$ cat config.mk
export PLATFORM = sky130hd
export DESIGN_NAME = combine_n
export DESIGN_NICKNAME = d
export VERILOG_FILES = /design/src/rtl/combine_n.sv
export SDC_FILE = /design/constraint.sdc
export NUM_CORES = 1
export LEC_CHECK = 0
export ABC_CLOCK_PERIOD_IN_PS = 1600
export BUFFER_PORTS_ARGS = -buffer_cell sky130_fd_sc_hd__buf_2
export CORE_ASPECT_RATIO = 0.6
export CORE_MARGIN = 2
export CORE_UTILIZATION = 39
export CTS_BUF_LIST = sky130_fd_sc_hd__clkbuf_8 sky130_fd_sc_hd__clkbuf_16
export DETAILED_ROUTE_END_ITERATION = 16
export GPL_ROUTABILITY_DRIVEN = 0
export PLACE_DENSITY = 0.7
export SETUP_SLACK_MARGIN = 0.2
export SLEW_MARGIN = 20
export SYNTH_ARGS = -nofsm -noshare
export SYNTH_HDL_FRONTEND = slang
export SYNTH_SLANG_ARGS = --single-unit
$ cat constraint.sdc
create_clock -name clk -period 1.6 [get_ports clk]
set_input_delay 0.08 -clock clk [delete_from_list [all_inputs] [get_ports clk]]
set_output_delay 0.08 -clock clk [all_outputs]
set_load 0.005 [all_outputs]
$ cat src/rtl/combine_n.sv
// N-way request join with a clocked C-element phase bit, supporting four-phase
// (return-to-zero) and two-phase (transition) handshakes.

module combine_lane #(
    parameter bit TWO_PHASE = 1'b0
) (
    input  logic r,
    input  logic ph,
    input  logic arr,
    input  logic a_o,
    output logic differ,
    output logic viol
);
    assign differ = r ^ ph;

    // Four-phase only: withdrawing a request before the join fires, or
    // dropping it before the consumer has acknowledged.
    assign viol = !TWO_PHASE && !r && ((!ph && arr) || (ph && !a_o));
endmodule

module combine_n #(
    parameter int   N         = 2,
    parameter int   W         = 8,
    parameter logic RVAL      = 1'b0,
    parameter bit   TWO_PHASE = 1'b0
) (
    input  logic           clk,
    input  logic           rst,
    input  logic [N-1:0]   r_i,
    output logic [N-1:0]   a_i,
    input  logic [N*W-1:0] d_i,
    output logic           r_o,
    input  logic           a_o,
    output logic [N*W-1:0] d_o,
    output logic [N-1:0]   arrived,
    output logic           err
);
    logic         ph;
    logic [N-1:0] differ;
    logic [N-1:0] viol;
    logic         fire;
    logic         load;

    for (genvar k = 0; k < N; k++) begin : g_lane
        combine_lane #(.TWO_PHASE(TWO_PHASE)) u_lane (
            .r      (r_i[k]),
            .ph     (ph),
            .arr    (arrived[k]),
            .a_o    (a_o),
            .differ (differ[k]),
            .viol   (viol[k])
        );
    end

    // In both protocols the join fires when every request disagrees with ph:
    // four-phase all-1 with ph=0 / all-0 with ph=1, two-phase all toggled.
    assign fire = &differ;
    assign load = fire && (TWO_PHASE || !ph);

    always_ff @(posedge clk or posedge rst) begin
        if (rst) begin
            ph      <= RVAL;
            d_o     <= '0;
            arrived <= '0;
            err     <= 1'b0;
        end else begin
            if (fire) ph <= ~ph;
            if (load) d_o <= d_i;
            arrived <= fire ? '0 : differ;
            if (|viol) err <= 1'b1;
        end
    end

    assign r_o = ph;
    assign a_i = {N{a_o}};
endmodule

* Yosys cells after proc, flatten, opt, wreduce, memory -nomap -nowiden
Cells that the tools add are included.
** Storage, ports and cells
- Register bits after elaboration :: 20
- Input bits :: 21
- Logic and storage cells :: 22
- Memories kept :: 0
- RAM bits :: 0
- Bits in latches :: 0
- Memory bits (read-only) :: 0
- Output and inout bits :: 22
** Operators by class
- Shift-type cells :: 0
- Muxes and demuxes :: 1
- Magnitude comparators :: 0
- Equality and inequality tests :: 0
- Reductions and logical operators :: 14
- Multiply operators :: 0
- Div/mod/pow operators :: 0
- Bitwise gates (word level) :: 3
- Add/sub/neg operators :: 0
** Operators by type and width (count)
- $logic_and A1 B1 Y1 :: 6
- $logic_not A1 Y1 :: 4
- $logic_or A1 B1 Y1 :: 2
- $mux W2 :: 1
- $reduce_and A2 Y1 :: 1
- $reduce_or A2 Y1 :: 1
- $xor A1 B1 Y1 :: 2
- $not A1 Y1 :: 1

* Longest topological paths before layout
Gate-level depths: netlist of the first run.
- Word-level depth :: 5
- Gate-level depth with buffers :: 5
- Mapped depth without buffers :: 3

* Cells and area by module
From an unflattened synthesis of the first run, not the netlist that was laid out.
** Second synthesis, totals
- Cell total of the unflattened synthesis :: 54
- Area total of the unflattened synthesis :: 862.1 um^2
** By module, submodules not included
- combine_n :: cells an instance 46, sequential area each 500.5 um^2, area an instance 802.0 um^2, times used 1
- combine_lane :: cells an instance 4, sequential area each 0.0 um^2, area an instance 30.0 um^2, times used 2

* Worst setup path after synthesis of the first run
Ideal clock, no wire load.
- Path type :: register to register
- Start :: register ph (netlist: r_o)
- End :: register d_o[0]
- Path buffers :: 2
- Stages on the path, launching flop included :: 5
- Path slack :: 0.082 ns
- Data arrival time :: 1.392 ns
- Required time :: 1.475 ns
- Path through :: dfrtp_1 > or3_1 > buf_6 > buf_12 > mux2_4
** Between the ends
- Longest elaborated chain between the ends :: 3
- Elaborated cells on any way between the ends :: 5
- Those cells by class :: bitwise (2); reduce/logical (3)
** Ends and longest elaborated chain
- start, declared :: line 38 : logic ph;
- start signal, assigned :: line 67 : if (fire) ph <= ~ph;
- $xor A1 B1 Y1 :: line 14 : assign differ = r ^ ph;
- $reduce_and A2 Y1 :: line 57 : assign fire = &differ;
- $logic_and A1 B1 Y1 (*) :: line 58 : assign load = fire && (TWO_PHASE || !ph);
- end signal, assigned :: line 68 : if (load) d_o <= d_i;
- end, declared :: line 34 : output logic [N*W-1:0] d_o,
Mark *: on every way between the ends. The rest lies on a longest branch, timed or not.
A chain may end at the register's enable or synchronous reset.

* Worst setup path in the final report of the first run
- Start :: register ph (netlist: r_o)
- End :: register d_o[10]
Same word-level chain as after synthesis.

==> results of run 1 <==
==> state kept, by name, indices dropped and copies added, names as in the netlist <==
signal and flops:
arrived 2, d_o 16, err 1, r_o 1
==> worst paths after layout <==
path | from | to | slack (ps)
setup / recovery | r_o | d_o[10] | 240
hold / removal | d_i[15] | d_o[15] | 50
hold reg to reg | d_o[1] | d_o[1] | 510
setup reg to reg | r_o | d_o[10] | 240
min in group asynchronous | rst | arrived[1] | 480
max in group asynchronous | rst | r_o | 620
==> cells in the mapped netlist, drive strengths merged <==
| cell | n | area share |
|---|---|---|
| or3 | 1 | 0.0073 |
| buf | 6 | 0.072 |
| inv | 3 | 0.013 |
| mux2 | 16 | 0.25 |
| nand2 | 2 | 0.0088 |
| o21ai | 1 | 0.0058 |
| a21oi | 4 | 0.023 |
| mux2i | 2 | 0.023 |
| dfrtp | 20 | 0.58 |
| a22oi | 1 | 0.0088 |
==> logic make-up after synthesis <==
family | share of synthesized area
AOI/OAI and AO/OA | 0.0380
buffers and inverters | 0.0847
DFF | 0.584
muxes | 0.277
and+or+nand+nor | 0.0161
==> layout by cell type, fill, tap and decap left out <==
cell and n:
dfrtp_1 19, dfrtp_2 1, o21ai_0 1, a21oi_1 4, or3_4 1, buf_2 42
buf_6 2, buf_4 1, clkbuf_8 3, mux2i_1 2, dlygate4sd3_1 1, inv_1 2
mux2_2 6, nand2_1 2, mux2_4 10, a22oi_1 1, inv_2 1, bufinv_16 1
==> metrics by stage <==
stage | util | worst slack, ps | hold WS (ps) | std cells
floorplan | - | 117 | 43.8 | 56
global placement | 0.501 | 182 | 233 | 124
detailed placement | 0.501 | 169 | 255 | 124
CTS | 0.543 | 212 | 45.6 | 130
global route | 0.549 | 200 | 38.3 | 130
finish | 0.549 | 238 | 50.6 | 130
==> per-layer routing <==
layer / vias up / track usage
met5: - / 0
met4: 0 / 0.0319
met3: 0 / 0.0590
met2: 25 / 0.247
met1: 267 / 0.199
li1: 276 / -
==> area by class of cell <==
type	instances	area [um^2]
Fill cell	189	953
Inverter	3	11.3
Clock inverter	1	30.0
Timing Repair Buffer	46	250
Sequential cell	20	502
Multi-Input combinational cell	27	289
Clock buffer	3	41.3
Tap cell	30	37.5
==> power groups by stage <==
| stage | combinational (mW) | clock (mW) | sequential, mW |
|---|---|---|---|
| floorplan | 0.164 | 0 | 0.668 |
| global placement | 0.294 | 0 | 0.658 |
| detailed placement | 0.300 | 0 | 0.663 |
| CTS | 0.312 | 0.509 | 0.650 |
| global route | 0.342 | 0.542 | 0.662 |
| finish | 0.310 | 0.500 | 0.649 |
==> repair_timing <==
action	4_1_cts	5_1_grt
buffers inserted	1	0
cloned	0	0
hold endpoints to repair	20	0
pin swaps	0	0
resized for setup	0	3
setup endpoints to repair	16	16
hold buffers	1	0
==> results.yml, run 1 <==
power_and_ir_drop:
  power.internal_mw: 1.13
  power.share.sequential: 0.445
  p_comb_frac: 0.212
  p_per_area_mw_per_mm2: 1260
  power_mw: 1.46
  power_switching_mw: 0.325
  switching_share: 0.223
  ir_drop_mv: 0.781
  pwr-share-clk: 0.343
  p_leak_nw: 0.617
drt:
  wl_um: 1620
  dr_wl_met2_um: 728
  via_per_inst: 4.37
  top_layer: "met3"
  first_pass_iters: 4
  drc_errors: 0
  wl_met3_um: 136
  drtAntennaViolNets: 0
  drt_iter0_markers: 8
  wl_per_cell_um: 12.5
  drt-met1-wl_um: 756
  vias: 568
finish:
  postLayoutCellArea_mm2: 0.00116
  area_growth_pct: 35.5
  nNetsFinal: 122
  n_antenna_cell: 0
  drive_gt1_frac: 0.680
yosys:
  ys_types: 14
  ys_warn_count: 0
  synth_area_um2: 857
  syn_area_per_cell_um2: 15.3
  ys_seq_area_frac: 0.584
  synth-seq-cells: 20
  syn_nets: 77
  netlist_instances: 56
die:
  die_area_mm2: 0.00260
  start_util: 0.405
  std_cell_rows: 13
  core_mm2: 0.00211
  io_pins: 43
  chipWidth_um: 64.5
  die_h_um: 40.3
worst_setup_path:
  crit_cells: 3
  ff2ff_path_depth: 3
  cp.required_ps: 1740
  critPathKind: "reg2reg"
  critPathLaunchType: "flip-flop"
  crit_family: "flip-flops"
  cpPeakStageDelay_ps: 410
  cp.arrival_ps: 1510
  end_kind: "flip-flop"
  cp_max_fo: 7
  worstPathCellList: "or3_4 -> buf_6 -> mux2_4"
  crit_buf_inv: 1
  crit_slowest_cell: "dfrtp_2"
sta:
  hold_viol: 0
  max-slew-margin-rel: 0.514
  setup_tns_ps: 0
  fmax_mhz: 734
  rsz0062_at_grt: "false"
  fin_crit_ps: 1360
  setup_viol: 0
  slew_viol_final: 0
  skew_ps: 2.46
  min_period_over_period: 0.851
  worstMarginPinSlew_ps: 729
min_path:
  hold_path_class: "in2reg"
  holdPathStages: 2
clocking:
  path_clk_slew_ps: 80
  cts_buffer_depth: 2
  cts_root_buffer: "clkbuf_8"
  clk_latency_ps: 250
  clock_sink_count: 20
  cts_tree: "built"
  htreeDepth: 1
  cts_buffers: 3
run_status:
  run_status: "complete, no violations"
global_route:
  grt_max_degree: 21
  antenna_found_initial: 0
  grt_pass1_vias: 611
  gr-usage-all-layers: 0.152
  grt_overflow: 0
  grt_pass1_wl_um: 2830
place:
  numPortBuffers: 42
  place_area_mm2: 0.00106
  hpwl_um: 1210
run:
  max-cap-violations: 0
Power figures use the tool's default switching activity.
==> run 2, diff against run 1 <==
--- a/config.mk
+++ b/config.mk
@@ -9,5 +9,5 @@
 export BUFFER_PORTS_ARGS = -buffer_cell sky130_fd_sc_hd__buf_2
 export CORE_ASPECT_RATIO = 0.6
-export CORE_MARGIN = 2
+export CORE_MARGIN = 8
 export CORE_UTILIZATION = 39
 export CTS_BUF_LIST = sky130_fd_sc_hd__clkbuf_8 sky130_fd_sc_hd__clkbuf_16
@@ -19,3 +19,4 @@
 export SYNTH_ARGS = -nofsm -noshare
 export SYNTH_HDL_FRONTEND = slang
+export SYNTH_HIERARCHICAL = 1
 export SYNTH_SLANG_ARGS = --single-unit
==> constraint.sdc (replaced) <==
create_clock -name clk -period 1.6 [get_ports clk]
set_input_delay 0.24 -clock clk [delete_from_list [all_inputs] [get_ports clk]]
set_output_delay 0.24 -clock clk [all_outputs]
set_load 0.005 [all_outputs]
==> results.yml, run 2 <==
run_status:
  run_status: "complete, but fails checks"
  violations: "negative hold slack"
power_and_ir_drop:
  ir_drop_mv: 0.758
  p_per_area_mw_per_mm2: 1960
  power_mw: 2.49
  p_leak_nw: 0.673
clocking:
  cts_buffer_depth: 2
  hold_buffers: 0
  cts_tree: "built"
  cts_root_buffer: "clkbuf_8"
  clk_latency_ps: 260
  htreeDepth: 1
  cts_buffers: 3
  clock_sink_count: 20
  path_clk_slew_ps: 80
worst_setup_path:
  worstPathCellList: "xor2_4 -> nand3b_4 -> clkbuf_16 -> mux2_4"
  cp_max_fo: 8
  critPathLaunchType: "flip-flop"
  cpPeakStageDelay_ps: 490
  critPathKind: "reg2reg"
  setup.worst_path.start: "r_o"
  r2r_slack_ps: 180
  crit_family: "flip-flops"
  crit_buf_inv: 1
  cp.required_ps: 1740
  cp.arrival_ps: 1560
  crit_slowest_cell: "dfrtp_2"
  reg2reg_from: "r_o"
  end_kind: "flip-flop"
place:
  hpwl_um: 1490
  dp.cells: 125
  numPortBuffers: 42
sta:
  rsz0062_at_grt: "true"
  skew_ps: 9.62
  slew_viol_final: 0
  hold_viol: 3
  setup_viol: 0
  max-slew-margin-rel: 0.658
  fmax_mhz: 705
  fin_crit_ps: 1420
  worstMarginPinSlew_ps: 512
  fin_hold_ws_ps: -1.90
  min_period_over_period: 0.887
  setup_tns_ps: 0
finish:
  drive_gt1_frac: 0.714
  layout_common_cells: "buf_2, dfrtp_1, mux2_4, buf_4"
  final_common_cell: "buf_2"
  n_antenna_cell: 0
  area_growth_pct: 47.2
  top_regs: "d_o: 16 flops, arrived: 2 flops"
  instances_no_fill: 135
  largest_register_ffs: 16
  nNetsFinal: 127
  top_register: "d_o"
drt:
  dr_wl_met2_um: 875
  via_per_inst: 4.30
  first_pass_iters: 3
  vias: 581
  drc_errors: 0
  wl_per_cell_um: 15.1
  top_layer: "met4"
  drt-met1-wl_um: 942
  drtAntennaViolNets: 0
  wl_met3_um: 196
  wl_um: 2030
  drt_iter0_markers: 39
global_route:
  grt_pass1_vias: 713
  grt_pass1_wl_um: 3370
  gr-usage-all-layers: 0.108
  grt_max_degree: 17
  antenna_found_initial: 0
  grt_overflow: 0
yosys:
  ys_types: 14
  synthFlopType: "dfrtp_1"
  ys_seq_area_frac: 0.581
  synth-edff-count: 0
  synth-seq-cells: 20
  synth.top_cells.by_area: "dfrtp_1, mux2_4, mux2_2"
  synth_top_area_frac: 0.581
  yosysMostFrequentCell: "dfrtp_1"
  syn_area_per_cell_um2: 16.0
  yosysTopAreaCell: "dfrtp_1"
  ys_async_sr_fraction: 1.00
  synthTopCellsByCount: "dfrtp_1, mux2_4, mux2_2"
  netlist_instances: 54
  ys_warn_count: 6
  syn_nets: 75
  synth_area_um2: 862
run:
  max-cap-violations: 0
die:
  die_h_um: 52.4
  die_area_mm2: 0.00402
  chipWidth_um: 76.7
  io_pins: 43
  start_util: 0.405
  std_cell_rows: 13
  core_mm2: 0.00213
min_path:
  hold_path_class: "in2async"
[run 2: area by class of cell]
type / instances / area [um^2]
Tap cell: 30 / 37.5
Multi-Input combinational cell: 30 / 377
Inverter: 1 / 3.75
Clock inverter: 1 / 3.75
Timing Repair Buffer: 50 / 304
Clock buffer: 3 / 41.3
Sequential cell: 20 / 502
Fill cell: 182 / 862
[run 2: metal layers]
metal | track usage | vias up
met2 | 0.187 | 27
met1 | 0.108 | 267
met5 | 0 | -
met3 | 0.0651 | 4
met4 | 0.0380 | 0
li1 | - | 283
[run 2: worst reg2reg max path, cell delays in order (launching register included)]
cell and delay, ps:
dfrtp_2 490, xor2_4 210, nand3b_4 120, clkbuf_16 190, mux2_4 290
[run 2: final timing paths]
kind / to / cells past startpoint
worst max-delay path: d_o[2] / 4
worst min-delay path: arrived[0] / 2
worst max register to register: d_o[2] / 4
worst min register to register: err / 1
max in group asynchronous: d_o[7] / 3
min in group clk: d_o[3] / 2
[run 2: repair_timing]
| item | CTS | global route |
|---|---|---|
| gates resized for setup | 2 | 3 |
| pin swaps | 1 | 0 |
| setup buffers | 2 | 3 |
| cloned | 0 | 1 |
| setup endpoints to repair | 16 | 16 |
| hold endpoints to repair | 0 | 0 |
[run 2: cell families (layout without fill, tap and decap cells)]
kind of cell	after synthesis	after routing	share of synthesized area
buf+inv	4	55	0.0348
xor+xnor	3	3	0.0305
flops	20	20	0.581
simple gates	9	9	0.0813
mux	16	16	0.253
compound gates	2	2	0.0203
[run 2: where the power goes]
group,internal [mW],total [mW],switching (mW)
Sequential,0.756,0.921,0.165
Combinational,0.813,1.24,0.426
Clock,0.171,0.328,0.157
Total,1.74,2.49,0.748
[run 2: metrics by stage]
step	util	instance area (um^2)	setup WS [ps]
after floorplan	-	878	179
after global placement	0.523	1110	130
after detailed placement	0.523	1110	64.1
after CTS	0.568	1210	175
after global routing	0.595	1270	145
final	0.595	1270	182
==> run 3, diff against run 2 <==
CORE_ASPECT_RATIO = not set   (was 0.6)
==> results.yml, run 3 (synthesis gave the netlist of run 2 again) <==
run_status:
  run_status: "complete, no violations"
sta:
  fmax_mhz: 711
  min_period_over_period: 0.878
  worstMarginPinSlew_ps: 378
  setup_viol: 0
  rsz0062_at_grt: "true"
  hold_viol: 0
  skew_ps: 3.44
  max-slew-margin-rel: 0.747
  fin_crit_ps: 1410
  slew_viol_final: 0
  setup_tns_ps: 0
die:
  io_pins: 43
  start_util: 0.401
  std_cell_rows: 17
  die_h_um: 63.0
  die_area_mm2: 0.00397
  chipWidth_um: 63.0
  core_mm2: 0.00215
finish:
  area_growth_pct: 43.5
  postLayoutCellArea_mm2: 0.00124
  layout_common_cells: "buf_2, dfrtp_1, mux2_4, mux2_2, nand2b_1"
  final_common_cell: "buf_2"
  drive_gt1_frac: 0.699
  fin_util: 0.576
  top_regs: "d_o: 16 flops, arrived: 2 flops"
  n_antenna_cell: 0
  top_register: "d_o"
  largest_register_ffs: 16
  nNetsFinal: 125
clocking:
  htreeDepth: 1
  clock_sink_count: 20
  cts_tree: "built"
  clk_latency_ps: 250
  cts_buffers: 3
  path_clk_slew_ps: 70
  cts_buffer_depth: 2
  cts_root_buffer: "clkbuf_8"
drt:
  dr_wl_met2_um: 909
  via_per_inst: 4.39
  drt_iter0_markers: 10
  vias: 575
  drc_errors: 0
  first_pass_iters: 4
  wl_met3_um: 139
  drt-met1-wl_um: 763
  wl_per_cell_um: 13.9
  wl_um: 1830
  drtAntennaViolNets: 0
  top_layer: "met4"
worst_setup_path:
  critPathKind: "reg2reg"
  worstPathCellList: "buf_4 -> nand3b_4 -> buf_12 -> mux2_4"
  crit_slowest_cell: "dfrtp_2"
  crit_end: "d_o[6]"
  reg2reg_from: "r_o"
  end_kind: "flip-flop"
  setup.worst_path.start: "r_o"
  r2r_slack_ps: 190
  r2r-end: "d_o[6]"
  cp_max_fo: 8
  critPathLaunchType: "flip-flop"
  ff2ff_path_depth: 4
  cp.required_ps: 1730
  cpPeakStageDelay_ps: 490
  cp.arrival_ps: 1540
power_and_ir_drop:
  ir_drop_mv: 0.950
  p_per_area_mw_per_mm2: 1910
  p_leak_nw: 0.649
global_route:
  antenna_found_initial: 0
  grt_pass1_wl_um: 3030
  grt_pass1_vias: 680
  gr-usage-all-layers: 0.0943
  grt_max_degree: 12
  grt_overflow: 0
min_path:
  hold_path_class: "in2reg"
run:
  max-cap-violations: 0
place:
  numPortBuffers: 42
  place_area_mm2: 0.00110
run 3: cell types whose count changed in the layout (fill, tap and decap cells not counted):
cell	delta
buf_4	-2
clkbuf_16	-1
buf_6	-1
mux2_2	+2
mux2_4	-2
buf_12	+1
dlygate4sd3_1	+1
run 3: layout make-up:
| type | count | area [um^2] |
|---|---|---|
| well taps | 28 | 35.0 |
| flip-flops and latches | 20 | 502 |
| fillers | 180 | 911 |
| clock buffers | 3 | 41.3 |
| clock inverters | 1 | 3.75 |
| inverters | 1 | 3.75 |
| repair buffers | 48 | 283 |
| multi-input cells | 30 | 369 |
run 3: per-stage QoR:
step | hold WS (ps) | cells | setup WS (ps) | total power [mW]
global route | 201 | 131 | 166 | 2.52
floorplan | 204 | 54 | 179 | 1.56
detailed placement | 237 | 122 | 73.4 | 1.90
CTS | 210 | 131 | 203 | 2.40
global placement | 226 | 122 | 98.9 | 1.87
finish | 216 | 131 | 194 | 2.37
run 3: worst max-delay path: cells and delay by family, from the launching register on:
family / cells / cell delay, ps
buf+inv: 2 / 330
simple gates: 1 / 180
flops: 1 / 490
mux: 1 / 290
run 3: power by group:
group / internal, mW / switching, mW / total [mW] / leakage [nW]
sequential: 0.756 / 0.158 / 0.914 / 0.234
clock: 0.170 / 0.148 / 0.318 / 0.0269
combinational: 0.733 / 0.403 / 1.14 / 0.387
run 3: repair_timing:
item | in CTS | in global routing
endpoints found under the setup margin | 16 | 12
buffers inserted | 4 | 0
pin swaps | 1 | 0
gates resized for setup | 2 | 0
hold buffers | 1 | 0
endpoints found under the hold margin | 10 | 0
run 3: worst min path at each step:
stage | slack (ps) | cells after the start | end | startpoint
floorplan | 200 | 1 | arrived[0] | rst
global placement | 230 | 2 | d_o[2] | rst
detailed placement | 240 | 2 | d_o[5] | rst
CTS | 210 | 2 | d_o[7] | d_i[7]
global route | 200 | 2 | d_o[5] | d_i[5]
finish | 220 | 2 | d_o[5] | d_i[5]
run 3: layer usage:
metal / vias to the layer above / track usage
met5: - / 0
met2: 26 / 0.146
li1: 274 / -
met4: 0 / 0.0342
met3: 2 / 0.0448
met1: 273 / 0.110
